**config.mk**
```make
export PLATFORM = sky130hd
export DESIGN_NAME = de_write_arbiter_flat
export DESIGN_NICKNAME = d
export VERILOG_FILES = /design/src/rtl/de_write_arbiter_if.sv /design/src/rtl/de_write_arbiter.sv /design/src/flat_wrapper.sv
export SDC_FILE = /design/constraint.sdc
export NUM_CORES = 1
export LEC_CHECK = 0
export ABC_AREA = 1
export BUFFER_PORTS_ARGS = -buffer_cell sky130_fd_sc_hd__buf_4
export CAP_MARGIN = 0
export CORE_UTILIZATION = 43
export DETAILED_ROUTE_END_ITERATION = 10
export GPL_TIMING_DRIVEN = 0
export PLACE_DENSITY = 0.73
export SYNTH_ARGS = -nofsm -noshare
export SYNTH_HDL_FRONTEND = slang
export SYNTH_SLANG_ARGS = --single-unit
export TNS_END_PERCENT = 30
```
**constraint.sdc**
```tcl
create_clock -name clk -period 1.2 [get_ports clk]
set_input_delay 0.18 -clock clk [delete_from_list [all_inputs] [get_ports clk]]
set_output_delay 0.18 -clock clk [all_outputs]
set_load 0.1 [all_outputs]
```
**src/rtl/de_write_arbiter_if.sv**
```systemverilog
// Write-request bundle between two requesters and the DESwitch bank arbiter.
// The arbiter takes the slave side; the master side drives requests and sees the bank drive.
interface de_write_arbiter_if #(
  parameter int NREG  = 8,
  parameter int AW    = 3,
  parameter int WIDTH = 1
);
  logic             req0;
  logic [AW-1:0]    addr0;
  logic [WIDTH-1:0] data0;
  logic             req1;
  logic [AW-1:0]    addr1;
  logic [WIDTH-1:0] data1;
  logic [NREG-1:0]  E;
  logic [WIDTH-1:0] D;
  logic             ack0;
  logic             ack1;
  logic             err;
  logic             busy;

  modport master (
    output req0, addr0, data0, req1, addr1, data1,
    input  E, D, ack0, ack1, err, busy
  );

  modport slave (
    input  req0, addr0, data0, req1, addr1, data1,
    output E, D, ack0, ack1, err, busy
  );
endinterface

```
**src/rtl/de_write_arbiter.sv**
```systemverilog
// Round-robin arbiter granting one of two requesters a write per cycle into a
// bank of NREG DESwitch registers through a registered one-hot E and shared D.
module de_write_arbiter #(
  parameter int NREG  = 8,
  parameter int AW    = 3,
  parameter int WIDTH = 1
) (
  input logic               clk,
  input logic               reset,
  de_write_arbiter_if.slave bus
);

  localparam logic [1:0] IDLE = 2'd0;
  localparam logic [1:0] WR0  = 2'd1;
  localparam logic [1:0] WR1  = 2'd2;

  logic [1:0]       state;
  logic             ptr;
  logic             elig0;
  logic             elig1;
  logic             grant0;
  logic             grant1;
  logic             grant;
  logic [AW-1:0]    win_addr;
  logic [WIDTH-1:0] win_data;
  logic [NREG-1:0]  onehot;
  logic             in_range;

  // A requester whose write is currently on the bus is held off for one edge,
  // giving it time to see its ack and drop the level request.
  always_comb begin
    elig0    = bus.req0 && (state != WR0);
    elig1    = bus.req1 && (state != WR1);
    grant0   = elig0 && (!elig1 || !ptr);
    grant1   = elig1 && !grant0;
    grant    = grant0 || grant1;
    win_addr = grant1 ? bus.addr1 : bus.addr0;
    win_data = grant1 ? bus.data1 : bus.data0;
    onehot   = '0;
    for (int i = 0; i < NREG; i++) begin
      onehot[i] = (win_addr == AW'(i));
    end
    in_range = |onehot;
  end

  // An address past the bank decodes to no enable bit; it is still acked,
  // flagged with err, and nothing is written.
  always_ff @(posedge clk) begin
    if (reset) begin
      state    <= IDLE;
      ptr      <= 1'b0;
      bus.E    <= '0;
      bus.D    <= '0;
      bus.ack0 <= 1'b0;
      bus.ack1 <= 1'b0;
      bus.err  <= 1'b0;
      bus.busy <= 1'b0;
    end else begin
      state    <= grant0 ? WR0 : (grant1 ? WR1 : IDLE);
      if (grant) begin
        ptr <= grant0;
      end
      bus.E    <= grant ? onehot : '0;
      bus.D    <= (grant && in_range) ? win_data : '0;
      bus.ack0 <= grant0;
      bus.ack1 <= grant1;
      bus.err  <= grant && !in_range;
      bus.busy <= grant;
    end
  end

endmodule
```
**src/flat_wrapper.sv**
```systemverilog
// flat-port wrapper written by rule: the top's interface ports become plain ports
module de_write_arbiter_flat 
#(
  parameter int NREG  = 8,
  parameter int AW    = 3,
  parameter int WIDTH = 1
)
  (clk, reset, bus_req0, bus_addr0, bus_data0, bus_req1, bus_addr1, bus_data1, bus_E, bus_D, bus_ack0, bus_ack1, bus_err, bus_busy);
  de_write_arbiter_if #(.NREG(NREG), .AW(AW), .WIDTH(WIDTH)) bus_i ();
  input logic clk;
  input logic reset;
  input wire logic [$bits(bus_i.req0)-1:0] bus_req0;
  input wire logic [$bits(bus_i.addr0)-1:0] bus_addr0;
  input wire logic [$bits(bus_i.data0)-1:0] bus_data0;
  input wire logic [$bits(bus_i.req1)-1:0] bus_req1;
  input wire logic [$bits(bus_i.addr1)-1:0] bus_addr1;
  input wire logic [$bits(bus_i.data1)-1:0] bus_data1;
  output wire logic [$bits(bus_i.E)-1:0] bus_E;
  output wire logic [$bits(bus_i.D)-1:0] bus_D;
  output wire logic [$bits(bus_i.ack0)-1:0] bus_ack0;
  output wire logic [$bits(bus_i.ack1)-1:0] bus_ack1;
  output wire logic [$bits(bus_i.err)-1:0] bus_err;
  output wire logic [$bits(bus_i.busy)-1:0] bus_busy;
  assign bus_i.req0 = bus_req0;
  assign bus_i.addr0 = bus_addr0;
  assign bus_i.data0 = bus_data0;
  assign bus_i.req1 = bus_req1;
  assign bus_i.addr1 = bus_addr1;
  assign bus_i.data1 = bus_data1;
  assign bus_E = bus_i.E;
  assign bus_D = bus_i.D;
  assign bus_ack0 = bus_i.ack0;
  assign bus_ack1 = bus_i.ack1;
  assign bus_err = bus_i.err;
  assign bus_busy = bus_i.busy;
  de_write_arbiter #(.NREG(NREG), .AW(AW), .WIDTH(WIDTH)) u_core (.clk(clk), .reset(reset), .bus(bus_i));
endmodule
```
# Word-level counts from Yosys, hierarchy flattened

Cells that the tools add are included.

Word-level logic and storage cells: 41
Register bits after elaboration: 16
Output and inout bits: 13

Mux-type cells: 4
Reduce and logical (&&, ||, !) cells: 17
Eq/ne operators: 9
Bitwise logic cells: 2

Operator list:

| cell                                                 | count |
|---|---|
| equality test 3 bit (second input constant)          | 4 |
| OR reduction 8 bit                                   | 1 |
| equality test 3 x 2 -> 1 bit (second input constant) | 2 |
| logical AND 1 bit                                    | 6 |
| OR reduction 2 bit                                   | 3 |
| zero test 1 bit                                      | 4 |
| equality test 3 x 1 -> 1 bit (second input constant) | 1 |
| zero test 3 bit                                      | 1 |
| two-way mux 3 bit                                    | 1 |
| logical OR 1 bit                                     | 2 |
| two-way mux 1 bit                                    | 2 |
| two-way mux 2 bit                                    | 1 |
| != test 2 x 1 -> 1 bit (second input constant)       | 1 |
| != test 2 bit (second input constant)                | 1 |
| inverter 1 bit                                       | 2 |

# Longest topological paths before layout

Gate-level depths: netlist of the first run.

Depth after elaboration: 13
Gate-level depth with buffers: 9

# Worst setup path after synthesis of the first run

No wires, ideal clock.

Kind: reg2reg
From: register u_core.bus.ack0 (netlist name)
To: register u_core.bus.E[0]
Arrival time: 1.675 ns
Path buffers: 0
Cell stages (with the launch flop): 10
Path slack: -0.588 ns
Data required time: 1.087 ns
Cells stage by stage: dfxtp_1 -> inv_1 -> nand2_2 -> nand2_2 -> inv_4 -> o21ai_4 -> nand2_1 -> nand2_1 -> nand2_1 -> nor2_1

RTL lines:

| what                 | RTL line                  | source |
|---|---|---|
| end signal, assigned | de_write_arbiter.sv:63    | `bus.E <= grant ? onehot : '0;` |
| end, declared        | de_write_arbiter_if.sv:28 | `output E, D, ack0, ack1, err, busy` |

# Worst setup path after layout of the first run

From: register u_core.state[1]
To: register u_core.bus.E[5]

Cells in the longest elaborated chain, start to end: 10
Elaborated cells on any way between the ends: 14
Classes of those cells: 3 x eq/ne; 1 x mux; 1 x bitwise; 9 x reduce/logical

Ends and longest elaborated chain:

| what                                                       | RTL line               | source |
|---|---|---|
| start, declared                                            | de_write_arbiter.sv:17 | `logic [1:0] state;` |
| start signal, assigned                                     | de_write_arbiter.sv:59 | `state <= grant0 ? WR0 : (grant1 ? WR1 : IDLE);` |
| branches (longest 10 deep; another with two-way mux 3 bit) | n/a                    |  |

Several ways; the timed one is not identified.
A chain may end at the register's enable or synchronous reset.

==> results of run 1 <==
[how the worst max path moves through the flow]
| stage | start | endpoint | cells after the start |
|---|---|---|---|
| 6_report | u_core.state[1] | u_core.bus.E[5] | 8 |
| 5_1_grt | u_core.state[1] | u_core.bus.E[3] | 8 |
| 4_1_cts | u_core.state[1] | u_core.bus.E[5] | 8 |
| 3_5_place_dp | u_core.state[1] | u_core.bus.E[5] | 8 |
| 3_3_place_gp | u_core.state[1] | u_core.bus.E[5] | 8 |
| 2_1_floorplan | u_core.bus.ack0 | u_core.bus.E[0] | 9 |
[through the flow]
step / TNS, ns / instance area (µm²) / setup WS (ns)
2_1_floorplan: -0.236 / 588 / -0.0295
3_3_place_gp: 0 / 786 / 0.0390
3_5_place_dp: 0 / 786 / 0.0193
4_1_cts: 0 / 830 / 0.0242
5_1_grt: -0.507 / 886 / -0.0843
6_report: 0 / 886 / 0.0231
[cells by family after synthesis]
family,count (synthesis)
buf+inv,9
other cells,1
simple gates,42
compound gates,5
flops,15
[cells in the final DEF, fill, tap and decap left out, drive strengths merged]
master,netlist,layout
buf,0,28
nor2,11,11
nand3,11,11
a21oi,2,2
clkinv,0,1
clkbuf,0,3
inv,9,9
o21ai,1,1
dfxtp,15,15
nand2,20,20
conb,1,1
a21boi,2,2
[worst max-delay path: stages, from the launching register on]
cell and delay (ns):
dfxtp_2 0.35, inv_2 0.05, nand2_2 0.07, nand2_4 0.06, o21ai_4 0.24, nand2_1 0.08, nand2_1 0.08, nand2_1 0.08
nor2_1 0.11
[layout make-up]
cell class / count / area, µm²
clock buffers: 3 / 22.5
flip-flops and latches: 15 / 305
multi-input cells: 48 / 287
fillers: 101 / 285
well taps: 14 / 17.5
repair buffers: 28 / 210
inverters: 9 / 38.8
clock inverters: 1 / 5.00
[what timing repair did]
item / 4_1_cts / 5_1_grt
gates resized for setup: 1 / 15
cloned: 0 / 0
buffers inserted: 2 / 2
pin swaps: 1 / 10
setup endpoints to repair: 2 / 9
[sequential cells by signal, summed over array words and instances (netlist names)]
register         flops
u_core.bus.ack0      1
u_core.bus.busy      1
u_core.bus.D         1
u_core.bus.ack1      1
u_core.ptr           1
u_core.state         1
u_core.bus.err       1
u_core.bus.E         8
[report_power, final]
group | switching [µW] | internal [µW] | leakage, µW
clock network | 163 | 124 | 0.0000177
logic | 259 | 108 | 0.000295
registers | 12.9 | 522 | 0.000124
[routing by layer]
metal  part of all wire [%]  vias up
li1                       -      289
met1                     45      243
met2                     49       17
met3                    4.2        2
met4                    1.3        0
met5                      0        -
==> run metrics, run 1 <==
Post-Syn Nets 84; Layout Nets 117; hold buffer count at cts 0; core area 0.00117 mm²; maximum VDD drop 0.859 mV; r2r endpoint u_core.bus.E[5]; syn_area_per_cell 8.05 µm²; R2R cell count 8; GR Util met1 21.7%; Setup Skew 0.00260 ns; pin count of the biggest net entering global routing 10; ys async rst share 0%; Leak Pwr 0.000436 µW; Max-cap violations 0; Hold Crit Depth 2; Post-synth EDFFs 0; post-synthesis mux area share 0%; area leader, netlist dfxtp_1; Critical Path Fanout Max 8; final setup violating endpoints 0; top-area cell type share of the netlist area 51.8%; simple-gate share of the synthesized area 33.5%; fin cells 118; clk slew on worst S/H paths 0.09 ns; DIE AREA 0.00150 mm²; worst hold start reset; r2r startpoint u_core.state[1]; Layout area overhead 52.9%; Die H 38.7 µm; GPL Wtd Cong 0.787; aggregate global-route resource usage 17.7%; Die Width 38.7 µm; DRT iter0 DRCs 8; via count 551; XOR/XNOR share of the synthesized area 0%; PD cells 1340 mW/mm²; Starting Density 49.5%; RSZ-0062 raised after global routing true; CTS Sinks 15; Slew Viols, Final 0; WHS 0.0863 ns; worst path required time 1.42 ns; Post-Syn Instances 72; Synth Cell Area 579 µm²; vias in the first global route 467; cts bufs inserted 3; first-pass GRT wire length 1770 µm; yosys warns 0; cell total after placement 110; Synth Area in Adders 0%; Max Fclk 0.850 GHz; M2 GR Usage 28.3%; Min-Delay Endpoint u_core.state[1]; setup slack, reg-to-reg 0.02 ns; sequential fraction of the synthesis area 51.8%; routed vias/inst 4.67; dominant synthesized flop cell dfxtp_1; dpl hpwl 876 µm; Root Driver clkbuf_4; CTS H-tree depth 1; crit path DAT 1.40 ns; critical path class reg -> reg; Clk Latency, worst-skew pair 0.28 ns; Post-Route WL 1250 µm; Power, Total 1190 µW; Hold Crit Class in -> reg; Final min period 1.18 ns; Commonest cells post-synth dfxtp_1, nand2_1, nor2_1; PortBufs 24; Synth area leaders dfxtp_1, nand2_1, nand3_1, nor2_1, nand2_2; status completed; met3 Use GR 1.73%; CP endpoint kind flip-flop; antenna violations before repair 0; largest family of logic cells by synthesized area simple AND/OR/NAND/NOR gates; Final Util 75.6%; Boundary Pins 25; busiest layer in global routing met2; total grt overflow 0; flops & latches, synth 15; wire per inst 10.6 µm; crit share post-route 98.1%; library cells used by synthesis 15; layout cells sized above 1 52.9%; Detail Route Antenna Nets 0; Compound-Gate Fraction of Synth Area 7.78%; Longest Clk Path Bufs 2; final hold vios 0; CTS tree built; # DRC 0; # diodes 0; Startpoint Class flip-flop; first-pass iteration count of the detailed router 4; floorplan row count 12
No activity file was read; power rests on OpenSTA's default activity.
==> run 2: changes to the inputs <==
--- a/config.mk
+++ b/config.mk
@@ -5,13 +5,13 @@
 export SDC_FILE = /design/constraint.sdc
 export NUM_CORES = 1
 export LEC_CHECK = 0
-export ABC_AREA = 1
+export ABC_AREA = 0
 export BUFFER_PORTS_ARGS = -buffer_cell sky130_fd_sc_hd__buf_4
 export CAP_MARGIN = 0
-export CORE_UTILIZATION = 43
+export CORE_UTILIZATION = 45
 export DETAILED_ROUTE_END_ITERATION = 10
 export GPL_TIMING_DRIVEN = 0
-export PLACE_DENSITY = 0.73
+export PLACE_DENSITY_LB_ADDON = 0.3
 export SYNTH_ARGS = -nofsm -noshare
 export SYNTH_HDL_FRONTEND = slang
 export SYNTH_SLANG_ARGS = --single-unit
==> run 2 against run 1 <==
Compared with the run above:
- the flow now finishes with violations (setup timing)
- count of clock-buffer cells in the layout up 1
- via count up 35%
- sequential share of layout area shrank 4.6 points
- utilization fell by 1.6 points
- first-iteration DRC count rose to 6.8 times the previous value
- critical path type unchanged
==> run metrics, run 2 <==
failing checks setup timing; flops & latches, synth 15 (unchanged); final hold vios 0 (unchanged); pin count of the biggest net entering global routing 11 (was 10); Reg power frac 43.8% (was 45.0%); dominant synthesized flop cell dfxtp_1 (unchanged); total grt overflow 0 (unchanged); layout cells sized above 1 47.8% (was 52.9%); library cells used by synthesis 29 (was 15); Max Fclk 0.746 GHz (was 0.850 GHz); critical path class reg -> reg (unchanged); Multi-input gate area 410 µm² (was 287 µm²); r2r startpoint u_core.bus.ack0 (was u_core.state[1]); sequential fraction of the synthesis area 42.8% (was 51.8%); max FFs per register 8 (unchanged); Commonest cells post-synth dfxtp_1, a21oi_1, nand2_1 (was dfxtp_1, nand2_1, nor2_1); clock network power share 23.3% (was 24.1%); yosys warns 0 (unchanged); WHS 0.0875 ns (was 0.0863 ns); crit share post-route 112% (was 98.1%); RSZ-0062 raised after global routing true (unchanged); PortBufs 24 (unchanged); Detail Route Antenna Nets 0 (unchanged); most common cell after layout, fill and taps aside buf_4 (unchanged); r2r endpoint u_core.bus.E[5] (unchanged); CTS Sinks 15 (unchanged); Die Width 41.5 µm (was 38.7 µm); top-area cell type share of the netlist area 42.8% (was 51.8%); Combinational Power Share 32.9% (was 30.8%); final setup violating endpoints 10 (was 0); setup slack, reg-to-reg -0.14 ns (was 0.02 ns); first-pass GRT wire length 2540 µm (was 1770 µm); via count 744 (was 551); Final WS setup -0.140 ns (was 0.0231 ns); Hold Crit Class in -> reg (unchanged); dpl hpwl 1100 µm (was 876 µm); most frequent cells in the layout buf_4, dfxtp_1, nand2_1, a21oi_2 (was buf_4, dfxtp_1, nor2_1); Internal 786 µW (was 754 µW); status complete, but fails checks (was completed); register with the most flip-flops u_core.bus.E (unchanged); CTS H-tree depth 1 (unchanged); Boundary Pins 25 (unchanged); Fillers 99 (was 101); dpl ws -0.167 ns (was 0.0193 ns); syn_area_per_cell 8.77 µm² (was 8.05 µm²); ys async rst share 0% (unchanged); sum of negative setup slack -1.06 ns (was 0 ns); crit path DAT 1.55 ns (was 1.40 ns); DIE AREA 0.00172 mm² (was 0.00150 mm²); antenna violations before repair 0 (unchanged); PD cells 1190 mW/mm² (was 1340 mW/mm²); maximum VDD drop 0.583 mV (was 0.859 mV); Synth area leaders dfxtp_1, a21oi_1, nand2_1, nand2b_4, nand4b_1 (was dfxtp_1, nand2_1, nand3_1, nor2_1, nand2_2); clk slew on worst S/H paths 0.09 ns (about the same); Leak Pwr 0.000435 µW (was 0.000436 µW); Power, Total 1220 µW (was 1190 µW); DRT iter0 DRCs 54 (was 8); # DRC 0 (unchanged); routed vias/inst 5.81 (was 4.67); Post-synth EDFFs 0 (unchanged); worst path required time 1.41 ns (was 1.42 ns); Longest Clk Path Bufs 2 (unchanged); floorplan row count 13 (was 12); Final min period 1.34 ns (was 1.18 ns); GPL Wtd Cong 0.814 (was 0.787); Synth Cell Area 702 µm² (was 579 µm²); Startpoint Class flip-flop (unchanged); Worst Setup SP u_core.bus.ack0 (was u_core.state[1]); # diodes 0 (unchanged); Switching Share 35.6% (was 36.6%); wire per inst 14.2 µm (was 10.6 µm); Post-Syn Nets 92 (was 84); CP endpoint kind flip-flop (unchanged); Starting Density 50.8% (was 49.5%); Setup Skew 0.00103 ns (was 0.00260 ns); switching pwr 435 µW (about the same); crit path to u_core.bus.E[5] (unchanged); vias in the first global route 604 (was 467); Clk Latency, worst-skew pair 0.28 ns (about the same); R2R cell count 5 (was 8); Max-cap violations 0 (unchanged); hold buffer count at cts 0 (unchanged); CTS tree built (unchanged); Slew Viols, Final 0 (unchanged); aggregate global-route resource usage 19.4% (was 17.7%); core area 0.00138 mm² (was 0.00117 mm²); first-pass iteration count of the detailed router 4 (unchanged); most common cell in the netlist dfxtp_1; area leader, netlist dfxtp_1 (unchanged); Critical Path Fanout Max 5 (was 8); Post-Route WL 1820 µm (was 1250 µm); Layout area overhead 45.8% (was 52.9%); Layout Nets 126 (was 117); Root Driver clkbuf_4 (unchanged); cts bufs inserted 3 (unchanged); Die H 41.5 µm (was 38.7 µm); Post-Syn Instances 80 (was 72); register area 305 µm² (unchanged)
-- run 2: worst min-delay path by stage --
stage / startpoint / to / cells after the start
floorplan: reset / u_core.ptr / 1
global placement: reset / u_core.ptr / 2
detailed placement: reset / u_core.ptr / 2
CTS: reset / u_core.state[1] / 2
global route: reset / u_core.state[1] / 2
finish: reset / u_core.state[1] / 2
-- run 2: cell type report --
type	count	area share [%]
Buffer	2	1.47
Multi-Input combinational cell	58	40.1
Clock buffer	4	2.57
Timing Repair Buffer	30	22.7
Tap cell	15	1.83
Inverter	4	1.47
Sequential cell	15	29.8
-- run 2: critical path, stage by stage (launching register included) --
cell,delay (ns)
dfxtp_4,0.38
nand2b_4,0.17
a21oi_2,0.06
or3_4,0.40
buf_6,0.15
a21oi_2,0.11
-- run 2: per-stage QoR --
stage	cells	cell area (µm²)	util, %
6_report	128	1020	74.0
5_1_grt	128	1020	74.0
4_1_cts	126	966	69.9
3_5_place_dp	119	911	65.9
3_3_place_gp	119	911	65.9
2_1_floorplan	80	712	-
-- run 2: what timing repair did --
| item | in CTS | in global routing |
|---|---|---|
| gates resized for setup | 4 | 14 |
| setup endpoints to repair | 10 | 10 |
| pin swaps | 4 | 2 |
| buffers inserted | 4 | 1 |
| gates cloned | 0 | 1 |
-- run 2: per-layer routing --
| layer | track usage, % | share of wire [%] | wire length (µm) |
|---|---|---|---|
| met1 | 23.7 | 41 | 751 |
| met2 | 31.6 | 50 | 901 |
| met3 | 3.91 | 5.6 | 102 |
| met4 | 11.0 | 3.4 | 61 |
| met5 | 0 | 0 | 0 |
-- run 2: kinds of logic (layout without fill, tap and decap cells) --
group	Yosys count	after routing	share of synthesized area, %
AND/OR/NAND/NOR	37	37	31.9
buffers and inverters	7	40	4.99
AO/OA/AOI/OAI	20	20	19.8
flip-flops	15	15	42.8
other	1	1	0.534
-- run 2: power by group through the flow --
stage | combinational [µW] | sequential [µW] | clock [µW]
final | 402 | 535 | 285
after global routing | 417 | 539 | 319
after floorplan | 120 | 685 | 0
after detailed placement | 354 | 545 | 0
after global placement | 349 | 544 | 0
after CTS | 368 | 534 | 293
==> run 3: changes to the inputs <==
--- a/config.mk
+++ b/config.mk
@@ -8,6 +8,7 @@
 export ABC_AREA = 0
 export BUFFER_PORTS_ARGS = -buffer_cell sky130_fd_sc_hd__buf_4
 export CAP_MARGIN = 0
+export CORE_MARGIN = 5
 export CORE_UTILIZATION = 45
 export DETAILED_ROUTE_END_ITERATION = 10
 export GPL_TIMING_DRIVEN = 0
==> constraint.sdc (replaced) <==
create_clock -name clk -period 1.6 [get_ports clk]
set_input_delay 0.24 -clock clk [delete_from_list [all_inputs] [get_ports clk]]
set_output_delay 0.24 -clock clk [all_outputs]
set_load 0.1 [all_outputs]
==> run 3 against run 2 <==
Compared with the run above:
- clock skew up 0.0055 ns
- flip-flop and latch count is the same
- routed wire length shrank 14%
- worst setup slack gained 0.36 ns
- highest routed layer unchanged
- critical path type unchanged
- the flow now finishes without violations
==> run metrics, run 3 (synthesis gave the netlist of run 2 again) <==
status completed (was complete, but fails checks); Worst Setup SP u_core.state[1] (was u_core.bus.ack0); CTS tree built (unchanged); vias in the first global route 611 (was 604); r2r startpoint u_core.state[1] (was u_core.bus.ack0); met3 Use GR 3.61% (was 3.91%); Setup Skew 0.00651 ns (was 0.00103 ns); GPL Wtd Cong 0.792 (was 0.814); layout cells sized above 1 33.3% (was 47.8%); register with the most flip-flops u_core.bus.E (unchanged); floorplan row count 14 (was 13); crit path DAT 1.61 ns (was 1.55 ns); first-pass iteration count of the detailed router 4 (unchanged); total grt overflow 0 (unchanged); worst path required time 1.82 ns (was 1.41 ns); Boundary Pins 25 (unchanged); Max-cap violations 0 (unchanged); M2 GR Usage 21.7% (was 31.6%); clk slew on worst S/H paths 0.09 ns (about the same); first-pass GRT wire length 2560 µm (was 2540 µm); # diodes 0 (unchanged); cts bufs inserted 3 (unchanged); pin count of the biggest net entering global routing 11 (unchanged); antenna violations before repair 0 (unchanged); Layout area overhead 32.8% (was 45.8%); final setup violating endpoints 0 (was 10); PortBufs 24 (unchanged); core area 0.00149 mm² (was 0.00138 mm²); DIE AREA 0.00245 mm² (was 0.00172 mm²); Startpoint Class flip-flop (unchanged); DRT iter0 DRCs 6 (was 54); hold buffer count at cts 0 (unchanged); Critical Path Fanout Max 8 (was 5); routed vias/inst 5.28 (was 5.81); critical path class reg -> reg (unchanged); dpl hpwl 1190 µm (was 1100 µm); Max Fclk 0.722 GHz (was 0.746 GHz); Die Width 49.5 µm (was 41.5 µm); Longest Clk Path Bufs 2 (unchanged); Die H 49.5 µm (was 41.5 µm); Starting Density 47.1% (was 50.8%); GR Util met1 14.7% (was 23.7%); Power, Total 876 µW (was 1220 µW); Root Driver clkbuf_4 (unchanged); aggregate global-route resource usage 12.8% (was 19.4%); worst hold start reset (unchanged); most common cell after layout, fill and taps aside buf_4 (unchanged); Slew Viols, Final 0 (unchanged); wire per inst 12.6 µm (was 14.2 µm); PD cells 940 mW/mm² (was 1190 mW/mm²); Post-Route WL 1570 µm (was 1820 µm); CTS H-tree depth 1 (unchanged); cts repair resizes 0 (was 4); # DRC 0 (unchanged); maximum VDD drop 0.698 mV (was 0.583 mV); Final min period 1.38 ns (was 1.34 ns); RSZ-0062 raised after global routing false (was true); sum of negative setup slack 0 ns (was -1.06 ns); CTS Sinks 15 (unchanged); via count 655 (was 744); final hold vios 0 (unchanged); max FFs per register 8 (unchanged); busiest layer in global routing met2 (unchanged); WHS 0.148 ns (was 0.0875 ns); CP endpoint kind flip-flop (unchanged); Leak Pwr 0.000409 µW (was 0.000435 µW); Post-CTS Setup Bufs 0 (was 4); Clk Latency, worst-skew pair 0.28 ns (about the same); most frequent cells in the layout buf_4, dfxtp_1, a21oi_1 (was buf_4, dfxtp_1, nand2_1, a21oi_2); Layout Nets 121 (was 126); Hold Crit Class in -> reg (unchanged); Detail Route Antenna Nets 0 (unchanged); crit share post-route 86.5% (was 112%)
[run 3: layer usage]
metal,share of wire (%),vias to the layer above
met1,44,292
met5,0,-
li1,-,346
met3,5.9,2
met4,0.57,0
met2,49,15
[run 3: power by group]
| group | switching [µW] | total [µW] | leakage (µW) | internal [µW] |
|---|---|---|---|---|
| clock network | 115 | 211 | 0.0000150 | 96.6 |
| logic | 184 | 264 | 0.000270 | 80.7 |
| registers | 9.24 | 400 | 0.000124 | 391 |
| total | 308 | 876 | 0.000409 | 568 |
[run 3: worst paths after layout]
kind	endpoint	slack [ns]	depth (start not counted)
max	u_core.bus.E[7]	0.22	5
min	u_core.state[1]	0.15	2
max reg2reg	u_core.bus.E[7]	0.22	5
min reg2reg	u_core.ptr	0.49	2
[run 3: worst max-delay path, cell delays in order, from the launching register on]
cell and delay [ns]:
dfxtp_1 0.40, nand2b_4 0.17, a21bo_1 0.21, buf_6 0.13, a211o_1 0.30, a21oi_2 0.12
[run 3: cell type report]
| type | instances | area [µm²] |
|---|---|---|
| flip-flops and latches | 15 | 304 |
| fillers | 126 | 557 |
| repair buffers | 24 | 180 |
| inverters | 4 | 15.0 |
| plain buffers | 3 | 20.0 |
| multi-input cells | 58 | 367 |
| clock buffers | 4 | 26.3 |
| well taps | 16 | 20.0 |
[run 3: through the flow]
stage                     setup WS, ns  std cells  instance area (µm²)  utilization [%]
after CTS                        0.212        124                  932             62.6
after detailed placement         0.233        120                  906             60.8
after global placement           0.253        120                  906             60.8
final                            0.216        124                  932             62.6
after global routing             0.148        124                  932             62.6
after floorplan                  0.116         80                  706                -
